<file path="src/rtl/uart_packet_parser.sv">
// Framed command packet parser fed by a UART receiver byte stream.
// Frame: 0xA5, CMD, LEN, LEN payload bytes, CHK (XOR of CMD, LEN and payload).
// A validated packet is held until pkt_ack; payload is read through rd_addr/rd_data.
module uart_packet_parser #(
  parameter int unsigned MAX_LEN = 16,
  parameter int unsigned TIMEOUT = 1000,
  localparam int unsigned LEN_W  = $clog2(MAX_LEN + 1),
  localparam int unsigned ADDR_W = $clog2(MAX_LEN),
  localparam int unsigned TO_W   = $clog2(TIMEOUT + 1)
) (
  input  logic              clk,
  input  logic              rst,
  input  logic [7:0]        data,
  input  logic              new_data,
  output logic              pkt_valid,
  output logic [7:0]        pkt_cmd,
  output logic [LEN_W-1:0]  pkt_len,
  input  logic [ADDR_W-1:0] rd_addr,
  output logic [7:0]        rd_data,
  input  logic              pkt_ack,
  output logic              busy,
  output logic              pkt_err,
  output logic [1:0]        err_code
);

  localparam logic [7:0]      SyncByte = 8'hA5;
  localparam logic [7:0]      MaxLenB  = 8'(MAX_LEN);
  localparam logic [TO_W-1:0] ToLast   = TO_W'(TIMEOUT - 1);

  localparam logic [1:0] ErrOverrun  = 2'b00;
  localparam logic [1:0] ErrLength   = 2'b01;
  localparam logic [1:0] ErrChecksum = 2'b10;
  localparam logic [1:0] ErrTimeout  = 2'b11;

  typedef enum logic [2:0] {
    StIdle,
    StCmd,
    StLen,
    StPayload,
    StChk,
    StHold
  } state_e;

  state_e            state_q, state_d;
  logic [7:0]        cmd_q, cmd_d;
  logic [LEN_W-1:0]  len_q, len_d;
  logic [7:0]        xor_q, xor_d;
  logic [ADDR_W-1:0] idx_q, idx_d;
  logic [TO_W-1:0]   to_cnt_q, to_cnt_d;
  logic              err_q, err_d;
  logic [1:0]        err_code_q, err_code_d;
  logic              busy_q, busy_d;
  logic              valid_q, valid_d;

  logic              buf_we;
  logic [ADDR_W-1:0] buf_waddr;
  logic [7:0]        buf_q [MAX_LEN];

  logic              timeout_hit;
  logic              last_payload;

  // Next-state, datapath updates and error generation.
  always_comb begin
    state_d      = state_q;
    cmd_d        = cmd_q;
    len_d        = len_q;
    xor_d        = xor_q;
    idx_d        = idx_q;
    err_d        = 1'b0;
    err_code_d   = err_code_q;
    buf_we       = 1'b0;
    buf_waddr    = idx_q;
    last_payload = (LEN_W'(idx_q) == (len_q - LEN_W'(1)));
    // A byte on the expiry cycle wins over the timeout.
    timeout_hit  = busy_q && !new_data && (to_cnt_q == ToLast);

    unique case (state_q)
      StIdle: begin
        if (new_data && (data == SyncByte)) begin
          state_d = StCmd;
        end
      end
      StCmd: begin
        if (new_data) begin
          cmd_d   = data;
          xor_d   = data;
          state_d = StLen;
        end
      end
      StLen: begin
        if (new_data) begin
          if (data > MaxLenB) begin
            err_d      = 1'b1;
            err_code_d = ErrLength;
            state_d    = StIdle;
          end else begin
            len_d   = LEN_W'(data);
            xor_d   = xor_q ^ data;
            idx_d   = '0;
            state_d = (data == 8'h00) ? StChk : StPayload;
          end
        end
      end
      StPayload: begin
        if (new_data) begin
          buf_we = 1'b1;
          xor_d  = xor_q ^ data;
          idx_d  = idx_q + ADDR_W'(1);
          if (last_payload) begin
            state_d = StChk;
          end
        end
      end
      StChk: begin
        if (new_data) begin
          if (data == xor_q) begin
            state_d = StHold;
          end else begin
            err_d      = 1'b1;
            err_code_d = ErrChecksum;
            state_d    = StIdle;
          end
        end
      end
      StHold: begin
        if (pkt_ack) begin
          // Ack releases the packet; a simultaneous byte is treated as an idle byte.
          state_d = (new_data && (data == SyncByte)) ? StCmd : StIdle;
        end else if (new_data) begin
          err_d      = 1'b1;
          err_code_d = ErrOverrun;
        end
      end
      default: state_d = StIdle;
    endcase

    if (timeout_hit) begin
      err_d      = 1'b1;
      err_code_d = ErrTimeout;
      state_d    = StIdle;
    end

    busy_d  = (state_d == StCmd) || (state_d == StLen) ||
              (state_d == StPayload) || (state_d == StChk);
    valid_d = (state_d == StHold);

    // Gap counter restarts on every byte and idles at zero outside a frame.
    if (new_data || !busy_d) begin
      to_cnt_d = '0;
    end else begin
      to_cnt_d = to_cnt_q + TO_W'(1);
    end
  end

  // Control and packet-header registers.
  always_ff @(posedge clk) begin
    if (rst) begin
      state_q    <= StIdle;
      cmd_q      <= 8'h00;
      len_q      <= '0;
      xor_q      <= 8'h00;
      idx_q      <= '0;
      to_cnt_q   <= '0;
      err_q      <= 1'b0;
      err_code_q <= ErrOverrun;
      busy_q     <= 1'b0;
      valid_q    <= 1'b0;
    end else begin
      state_q    <= state_d;
      cmd_q      <= cmd_d;
      len_q      <= len_d;
      xor_q      <= xor_d;
      idx_q      <= idx_d;
      to_cnt_q   <= to_cnt_d;
      err_q      <= err_d;
      err_code_q <= err_code_d;
      busy_q     <= busy_d;
      valid_q    <= valid_d;
    end
  end

  // Payload buffer; contents intentionally survive reset.
  always_ff @(posedge clk) begin
    if (buf_we) begin
      buf_q[buf_waddr] <= data;
    end
  end

  assign rd_data   = buf_q[rd_addr];
  assign pkt_valid = valid_q;
  assign pkt_cmd   = cmd_q;
  assign pkt_len   = len_q;
  assign busy      = busy_q;
  assign pkt_err   = err_q;
  assign err_code  = err_code_q;

endmodule

</file>
<file path="config.mk">
export PLATFORM = sky130hd
export DESIGN_NAME = uart_packet_parser
export DESIGN_NICKNAME = d
export VERILOG_FILES = /design/src/rtl/uart_packet_parser.sv
export SDC_FILE = /design/constraint.sdc
export NUM_CORES = 1
export LEC_CHECK = 0
export ABC_AREA = 1
export CORE_UTILIZATION = 40
export DETAILED_ROUTE_END_ITERATION = 8
export SLEW_MARGIN = 20
export SYNTH_ARGS = -nofsm -noshare
export SYNTH_HDL_FRONTEND = slang
export SYNTH_SLANG_ARGS = --single-unit
</file>
<file path="constraint.sdc">
create_clock -name clk -period 2.5 [get_ports clk]
set_input_delay 0.625 -clock clk [delete_from_list [all_inputs] [get_ports clk]]
set_output_delay 0.625 -clock clk [all_outputs]
set_load 0.005 [all_outputs]
</file>
After elaboration in Yosys (flattened, before gate mapping)
Memories as Yosys holds them, arrays and structs flattened.
Index checks and enable logic that the tools add are counted.
Widths: inputs -> output; s select.
{"block": "word_totals", "register_bits": 43, "latchBits": 0, "mem_bits_rw": 128, "romBits": 0, "in_bits": 16, "mem_count": 1}
{"memory": "buf_q", "words": 16, "word_bits": 8, "rd": 1, "rd_clocked_by_memory_dff": 0, "write_ports": 1, "line": "57", "rtl": "logic [7:0] buf_q [MAX_LEN];"}
{"block": "classes", "add_sub_neg": 3, "multipliers": 0, "div": 0, "magnitude_cmp": 1, "eq_ne": 24, "shift": 0, "muxes": 41, "n_bitwise": 2, "reduce_logical": 20}
{"op": "$mux 3", "count": 11}
{"op": "$mux 8", "count": 4}
{"op": "$pmux 8 s3", "count": 1}
{"op": "$ne 3x3->1 const B", "count": 6}
{"op": "$pmux 3 s6", "count": 1}
{"op": "$mux 2", "count": 7}
{"op": "$eq 3x2->1 const B", "count": 4}
{"op": "$eq 3x3->1 const B", "count": 4}
{"op": "$mux 4", "count": 3}
{"op": "$mux 1", "count": 11}
{"op": "$add 10x1->10 const B", "count": 1}
{"op": "$eq 10x10->1 const B", "count": 1}
{"op": "$eq 8x8->1", "count": 1}
{"op": "$eq 8x8->1 const B", "count": 1}
{"op": "$gt 8x5->1 const B", "count": 1}
{"op": "$logic_not 8->1", "count": 1}
{"op": "$ne 2x2->1 const B", "count": 4}
{"op": "$pmux 4 s2", "count": 1}
{"op": "$xor 8x8->8", "count": 1}
{"op": "$reduce_and 7->1", "count": 1}
{"op": "$eq 3x1->1 const B", "count": 2}
{"op": "$pmux 2 s3", "count": 1}
{"op": "$eq 4x5->1", "count": 1}
{"op": "$reduce_and 5->1", "count": 1}
{"op": "other kinds (15)", "count": 21}

Logic depth before layout (Yosys ltp)
Gate-level depths: netlist (run 1).
{"block": "logic_depth", "depth_word": 13, "depth_mapped": 14}

Worst setup path before layout (run 1)
No wires, ideal clock.
{"block": "synth_path", "path_type": "input-to-output", "startpoint": "in rd_addr[0]", "endpoint": "out rd_data[3]", "arrival_ps": 1705, "t_required_ps": 1875, "slack_ps": 170, "path_stages": 7, "n_path_buf": 3, "path_cell_list": "buf_2 buf_2 buf_2 mux2i_1 o211ai_1 o211ai_1 nand2_1"}
{"block": "synth_via", "elab_chain_len": 1}
{"element": "from (decl)", "line": "18", "rtl": "input logic [ADDR_W-1:0] rd_addr,"}
{"element": "$mem_v2 16x8"}
{"element": "to (decl)", "line": "19", "rtl": "output logic [7:0] rd_data,"}
No other way between the ends.

Worst setup path after layout (run 1)
{"block": "layout_path", "startpoint": "in rd_addr[0]", "endpoint": "out rd_data[1]"}
Same word-level chain as after synthesis.

==> results of run 1 <==
## kinds of logic (layout without fill, tap and decap cells)
| family | count (synthesis) | count (layout) | share of synthesized area, % |
|---|---|---|---|
| AO/OA/AOI/OAI | 168 | 168 | 12.7 |
| XOR/XNOR | 13 | 13 | 1.54 |
| adder cells (fa/ha/maj) | 6 | 6 | 1.02 |
| buffers and inverters | 110 | 228 | 5.86 |
| flip-flops | 171 | 171 | 63.7 |
| multiplexers | 32 | 32 | 4.34 |
| AND/OR/NAND/NOR | 188 | 189 | 10.9 |
## where the power goes
group          internal, mW  switching (mW)  leakage [nW]
sequential             3.04        0.000276          1.50
combinational         0.179           0.223          1.79
clock                  1.78            1.09         0.300
## worst max-delay path: stages
cell and delay, ns:
sky130_fd_sc_hd__buf_12 0.13, sky130_fd_sc_hd__buf_12 0.17, sky130_fd_sc_hd__mux2i_2 0.34, sky130_fd_sc_hd__o211ai_1 0.13, sky130_fd_sc_hd__nand3_1 0.10, sky130_fd_sc_hd__nand2_1 0.06, sky130_fd_sc_hd__dlygate4sd2_1 0.27
## final cells by class
cell class              count  area [um2]  area share (%)
multi-input cells         408        2340            24.8
inverters                  80         300            3.19
flip-flops and latches    171        4700            49.9
clock buffers              18         429            4.56
clock inverters            13         215            2.28
repair buffers            117        1150            12.2
well taps                 229         287            3.04
## registers in the layout, indices dropped and copies added, names as in the netlist
signal	cells
pkt_len	5
buf_waddr	4
state_q	3
xor_q	8
err_code	2
buf_q	128
pkt_valid	1
to_cnt_q	10
pkt_cmd	8
pkt_err	1
busy	1
## cells in the mapped netlist
library cell,instances
sky130_fd_sc_hd__o21ai_1,1
sky130_fd_sc_hd__clkbuf_1,20
sky130_fd_sc_hd__nor2_4,1
sky130_fd_sc_hd__nor3b_1,2
sky130_fd_sc_hd__nand2_2,1
sky130_fd_sc_hd__o21ai_0,65
sky130_fd_sc_hd__ha_1,6
sky130_fd_sc_hd__or2_2,1
sky130_fd_sc_hd__nor2_1,68
sky130_fd_sc_hd__nand3b_1,1
sky130_fd_sc_hd__nor3_1,8
sky130_fd_sc_hd__a31oi_1,1
sky130_fd_sc_hd__xnor2_1,3
sky130_fd_sc_hd__inv_2,1
sky130_fd_sc_hd__a211oi_1,3
sky130_fd_sc_hd__dfxtp_1,43
sky130_fd_sc_hd__mux2i_1,32
sky130_fd_sc_hd__buf_6,1
sky130_fd_sc_hd__o211ai_1,32
sky130_fd_sc_hd__buf_1,1
sky130_fd_sc_hd__buf_2,7
sky130_fd_sc_hd__nand3_2,1
sky130_fd_sc_hd__edfxtp_1,128
sky130_fd_sc_hd__and3_2,1
sky130_fd_sc_hd__nand4_4,1
sky130_fd_sc_hd__buf_4,1
sky130_fd_sc_hd__inv_1,79
sky130_fd_sc_hd__xor2_1,10
sky130_fd_sc_hd__a21oi_1,64
sky130_fd_sc_hd__nand3_1,23
sky130_fd_sc_hd__o21bai_1,2
sky130_fd_sc_hd__nand2_1,76
sky130_fd_sc_hd__nand4_1,4
## layer usage
metal,vias up,wire length [um],track usage [%]
li1,2628,-,-
met1,2582,8000,26.2
met2,169,9070,34.2
met3,24,1200,5.08
met4,0,310,6.94
met5,-,0,0
## timing repair
| item | in CTS | in global routing |
|---|---|---|
| hold endpoints to repair | 0 | 0 |
| buffers inserted | 1 | 0 |
| cloned | 2 | 2 |
| setup endpoints to repair | 8 | 18 |
| gates resized for setup | 33 | 20 |
| pin swaps | 10 | 6 |
## through the flow
| step | setup WS [ns] | hold slack, ns | cells | total power, mW | cell area [um2] |
|---|---|---|---|---|---|
| floorplan | 0.170 | 0.418 | 688 | 3.26 | 7390 |
| global placement | -0.547 | 0.433 | 1000 | 3.47 | 8580 |
| detailed placement | -0.576 | 0.456 | 1000 | 3.48 | 8580 |
| CTS | 0.0163 | 0.465 | 1034 | 6.35 | 9330 |
| global route | -0.0213 | 0.494 | 1036 | 6.50 | 9420 |
| finish | 0.0539 | 0.463 | 1036 | 6.31 | 9420 |
## final timing paths
kind | from | endpoint | depth (start not counted)
max | rd_addr[0] | rd_data[1] | 7
min | to_cnt_q[0] | to_cnt_q[0] | 1
max reg2reg | state_q[1] | buf_q[10][5] | 10
min reg2reg | to_cnt_q[0] | to_cnt_q[0] | 1
==> out/metrics.sh, run 1 <==
NUM-NETS-FINAL=817
POWER_DENSITY_mW_PER_MM2=670
TIMING_MAX_TRANSITION_VIOLATIONS_FINAL=0
SHORTEST_PERIOD_THE_WORST_PATH_ALLOWS_NS=2.45
FIRST_PASS_ITERS=5
TNS_NS=0
TIMING.FINAL.SETUP_VIOLATIONS=0
DETAILED_PLACE_HPWL_UM=12700
NETLIST_AREA_MM2=0.00739
WIRELENGTH_UM=18600
CHIP_HEIGHT_UM=138
SYNTH_AREA_PER_CELL_UM2=10.7
POST_SYNTHESIS_CELL_TYPE_WITH_THE_LARGEST_COMBINED_AREA='sky130_fd_sc_hd__edfxtp_1'
AREA_OF_THE_PLACEABLE_CORE_MM2=0.0180
ANTENNA_FOUND_INITIAL=0
WORST_EP_ARRIVAL_TIME_NS=1.82
CLOCK_TREE.HTREE_LEVEL_COUNT=4
POST-ROUTE-PERIOD-UTIL_PCT=97.8
CRITICALPATHCATEGORY='primary input to primary output'
DESIGN.PORTCOUNT=42
GRT_OVERFLOW=0
PLACEMENTROWS=49
DIE_W_UM=138
HOLD_BUFFERS=0
VIA_COUNT=5403
GRT_UTIL_ALL_LAYERS_PCT=20.6
CLOCKROOTBUFFER='sky130_fd_sc_hd__clkbuf_16'
LAYOUT_COMMON_CELLS='sky130_fd_sc_hd__edfxtp_1 (128), sky130_fd_sc_hd__inv_1 (77), sky130_fd_sc_hd__nand2_1 (75)'
CLK-INSERTION-DELAY-LATE_NS=0.43
SYNTH_SEQ_CELLS=171
WORSTSETUPENDPOINTTYPE='primary output'
PORTBUFFERS=41
LAYOUT_COMMONEST_CELL='sky130_fd_sc_hd__edfxtp_1'
WORST-SLEW-PIN-TRANSITION_NS=0.344
FILLCELLCOUNT=1600
SYNTHTOPCELLSBYAREA='sky130_fd_sc_hd__edfxtp_1 (52%), sky130_fd_sc_hd__dfxtp_1 (12%), sky130_fd_sc_hd__o21ai_0 (4.4%)'
ANTENNA_LEFT=0
AREAGROWTHSYNTHTOFINISH_PCT=27.5
MAX_FREQ_MHz=409
TRITONCTS_NUM_SINKS=171
STATUS='complete, no violations'
DETAIL_ROUTE.VIAS_PER_CELL=5.22
MIN-DELAY-PATH-CLASS='flip-flop to flip-flop'
YOSYSWARNINGS=0
CLOCK_SKEW_NS=0.00808
CTS_MAX_PATH_BUFFERS=2
VIA_COUNT_OF_THE_FIRST_GLOBAL_ROUTING_PASS=5232
CRIT_REQUIRED_NS=1.88
TIMING.FINAL.HOLD_VIOLATIONS=0
YOSYSUNIQUECELLTYPES=33
ROUTED_WIRE_LENGTH_PER_INSTANCE_UM=17.9
MAXSLEWHEADROOM_PCT=77.0
POSTSYNTHCELLCOUNT=688
FINAL_CORE_UTILIZATION_PCT=52.3
CTS_TREE='yes'
DETAIL_ROUTE.DRC_VIOLATIONS=0
REG2REG_SLACK_NS=0.34
TOTAL_DIE_AREA_MM2=0.0190
NUM_ANTENNA_CELLS=0
CRITICAL_PATH.STARTPOINT_TYPE='primary input'
POWER.STATIC_LEAKAGE_nW=3.59
PIN_COUNT_OF_THE_BIGGEST_NET_ENTERING_GLOBAL_ROUTING=37
EFFECTIVE_UTILIZATION_AT_FLOORPLAN_PCT=41.0
TRITONCTS.NUM_BUFFERS=17
GLOBAL_ROUTE_WIRE_LENGTH_BEFORE_REPAIR_UM=28200
PLACE.GP.CONGESTION=0.845
WORST_IR_DROP_VDD_mV=0.430
FINAL_LAYOUT_SIZE_SUFFIX_GT1_SHARE_PCT=17.0
SYNTH_SEQUENTIAL_AREA_RATIO_PCT=63.7
SYNTH_TOP_AREA_SHARE_PCT=52.0
FIRST_DRT_ITERATION_DRCS=422
SYNTH_FP_NETS=710
WORSTPATHMAXFANOUT=14
CLK_TRANSITION_REPORTED_PATHS_NS=0.06
DRV.MAX_CAP_VIOLATION_COUNT=0
Note: power is estimated with default switching activity, not from simulation.
==> run 2: changes to the inputs <==
--- a/config.mk
+++ b/config.mk
@@ -8,6 +8,8 @@
 export ABC_AREA = 1
 export CORE_UTILIZATION = 40
 export DETAILED_ROUTE_END_ITERATION = 8
+export HOLD_SLACK_MARGIN = 0.06
+export SKIP_LAST_GASP = 1
 export SLEW_MARGIN = 20
 export SYNTH_ARGS = -nofsm -noshare
 export SYNTH_HDL_FRONTEND = slang
==> run 2 against run 1 <==
Critical path depth unchanged. Sequential share of layout area decreased by 0.16 points. Hold slack about the same. Worst setup slack got worse by 0.0092 ns. Sequential cell count unchanged. Largest power group unchanged. Routed wire length decreased by 0.33%. Cell area increased by 0.32%. Clock skew decreased by 0.0025 ns. Die area unchanged. Largest cell class unchanged. Maximum frequency decreased by 0.37%. Register-to-register slack about the same.
==> out/metrics.sh, run 2 (same netlist as run 1, synthesis figures left out) <==
STATUS='complete, no violations'
TOTAL_DIE_AREA_MM2=0.0190
NUM_ANTENNA_CELLS=0
GRT_SETUP_UNREPAIRED='yes'
FIRST_DRT_ITERATION_DRCS=423
LAYOUT_COMMON_CELLS='sky130_fd_sc_hd__edfxtp_1 (128), sky130_fd_sc_hd__inv_1 (77), sky130_fd_sc_hd__nand2_1 (75)'
P_SW_SHARE_PCT=20.8
AREAGROWTHSYNTHTOFINISH_PCT=27.9
POWER_DENSITY_mW_PER_MM2=669
GRT_BUSIEST_LAYER='met2'
CLK_TRANSITION_REPORTED_PATHS_NS=0.06
WORSTSETUPSTARTPOINT='rd_addr[0]'
GLOBAL_ROUTE_WIRE_LENGTH_BEFORE_REPAIR_UM=28200
TRITONCTS_NUM_SINKS=171
VIA_COUNT=5391
CHIP_HEIGHT_UM=138
LARGEST-REGISTER='buf_q'
CRITICALPATHCATEGORY='primary input to primary output'
MIN-DELAY-PATH-CLASS='flip-flop to flip-flop'
DETAIL_ROUTE.DRC_VIOLATIONS=0
DRV.MAX_CAP_VIOLATION_COUNT=0
CLK-INSERTION-DELAY-LATE_NS=0.43
VIA_COUNT_OF_THE_FIRST_GLOBAL_ROUTING_PASS=5232
PLACE.GP.CONGESTION=0.845
GRT.MET3_USAGE_PCT=5.08
HOLD_PATH_ORIGIN='to_cnt_q[0]'
EFFECTIVE_UTILIZATION_AT_FLOORPLAN_PCT=41.0
PIN_COUNT_OF_THE_BIGGEST_NET_ENTERING_GLOBAL_ROUTING=37
P_CLK_SHARE_PCT=45.4
WORST-SLEW-PIN-TRANSITION_NS=0.344
TRITONCTS.NUM_BUFFERS=17
WORST_EP_ARRIVAL_TIME_NS=1.83
WORST_IR_DROP_VDD_mV=0.432
NUM-NETS-FINAL=817
ANTENNA_LEFT=0
LARGESTREGISTERS='buf_q (128), to_cnt_q (10)'
GRT_UTIL_ALL_LAYERS_PCT=20.6
ROUTED_WIRE_LENGTH_PER_INSTANCE_UM=17.9
CRITICAL_PATH.STARTPOINT_TYPE='primary input'
TIMING.FINAL.HOLD_VIOLATIONS=0
GR-USAGE-MET2_PCT=34.2
CRIT-REG2REG-LAUNCH='state_q[1]'
MAXSLEWHEADROOM_PCT=76.4
LARGEST_REGISTER_FF_COUNT=128
CTS_TREE='yes'
CLOCK_TREE.HTREE_LEVEL_COUNT=4
WIRELENGTH_UM=18500
PORTBUFFERS=41
MAX_FREQ_MHz=407
GR-USAGE-MET1_PCT=26.2
LAYOUT_COMMONEST_CELL='sky130_fd_sc_hd__edfxtp_1'
FINAL_CORE_UTILIZATION_PCT=52.4
TIMING.FINAL.SETUP_VIOLATIONS=0
CLOCK_SKEW_NS=0.00554
POWER_SWITCHING_mW=1.32
GRT_OVERFLOW=0
FINAL_LAYOUT_SIZE_SUFFIX_GT1_SHARE_PCT=16.9
CTS_MAX_PATH_BUFFERS=2
CRIT_REQUIRED_NS=1.88
DIE_W_UM=138
POWER_FRAC_SEQ_PCT=48.2
WORSTPATHMAXFANOUT=14
P_TOTAL_mW=6.32
DETAILED_PLACE_HPWL_UM=12700
PLACEMENTROWS=49
SHORTEST_PERIOD_THE_WORST_PATH_ALLOWS_NS=2.46
DETAIL_ROUTE.VIAS_PER_CELL=5.20
WORSTSETUPENDPOINTTYPE='primary output'
INTERNAL-POWER_mW=5.00
DESIGN.PORTCOUNT=42
POWER.COMBINATIONAL.FRACTION_PCT=6.4
FIRST_PASS_ITERS=5
POWER.STATIC_LEAKAGE_nW=3.62
POST-ROUTE-PERIOD-UTIL_PCT=98.2
FILLCELLCOUNT=1594
ANTENNA_FOUND_INITIAL=0
CLOCKROOTBUFFER='sky130_fd_sc_hd__clkbuf_16'
AREA_OF_THE_PLACEABLE_CORE_MM2=0.0180
TIMING_MAX_TRANSITION_VIOLATIONS_FINAL=0
## run 2: per-layer routing
layer	vias to the layer above	routed length, um
li1	2628	-
met1	2590	7990
met2	149	9170
met3	24	1060
met4	0	295
met5	-	0
## run 2: layout make-up
type / instances / area [um2] / area share [%]
Inverter: 80 / 300 / 3.18
Clock inverter: 13 / 215 / 2.28
Sequential cell: 171 / 4700 / 49.8
Timing Repair Buffer: 117 / 1150 / 12.2
Clock buffer: 18 / 429 / 4.54
Tap cell: 229 / 287 / 3.03
Multi-Input combinational cell: 408 / 2360 / 25.0
## run 2: path summary, 6_finish.rpt
check | end | slack [ns] | cells after the start
hold / removal | to_cnt_q[0] | 0.46 | 1
hold reg to reg | to_cnt_q[0] | 0.46 | 1
setup / recovery | rd_data[3] | 0.04 | 7
setup reg to reg | buf_q[10][4] | 0.33 | 10
## run 2: power by group through the flow
stage	Combinational (mW)	Sequential (mW)	Clock, mW
2_1_floorplan	0.155	3.11	0
3_3_place_gp	0.368	3.11	0
3_5_place_dp	0.374	3.11	0
4_1_cts	0.392	3.04	2.92
5_1_grt	0.435	3.04	3.03
6_report	0.405	3.04	2.87
## run 2: stage by stage
| step | cells | setup WS, ns | TNS (ns) | area, um2 | hold WS [ns] |
|---|---|---|---|---|---|
| after floorplan | 688 | 0.170 | 0 | 7390 | 0.418 |
| after CTS | 1034 | -0.195 | -0.499 | 9330 | 0.465 |
| final | 1036 | 0.0448 | 0 | 9450 | 0.463 |
| after global routing | 1036 | -0.0342 | -0.0675 | 9450 | 0.494 |
| after detailed placement | 1000 | -0.576 | -6.35 | 8580 | 0.456 |
| after global placement | 1000 | -0.547 | -4.96 | 8580 | 0.433 |
## run 2: timing repair
item,4_1_cts,5_1_grt
hold buffers,0,0
pin swaps,9,5
buffers inserted,1,0
resized for setup,28,25
cloned,2,2
endpoints found under the setup margin,8,18
## run 2: worst max-delay path: stages
cell,delay [ns]
sky130_fd_sc_hd__buf_8,0.14
sky130_fd_sc_hd__buf_12,0.18
sky130_fd_sc_hd__mux2i_1,0.28
sky130_fd_sc_hd__o211ai_1,0.12
sky130_fd_sc_hd__o211ai_1,0.10
sky130_fd_sc_hd__nand2_1,0.10
sky130_fd_sc_hd__dlygate4sd2_1,0.27
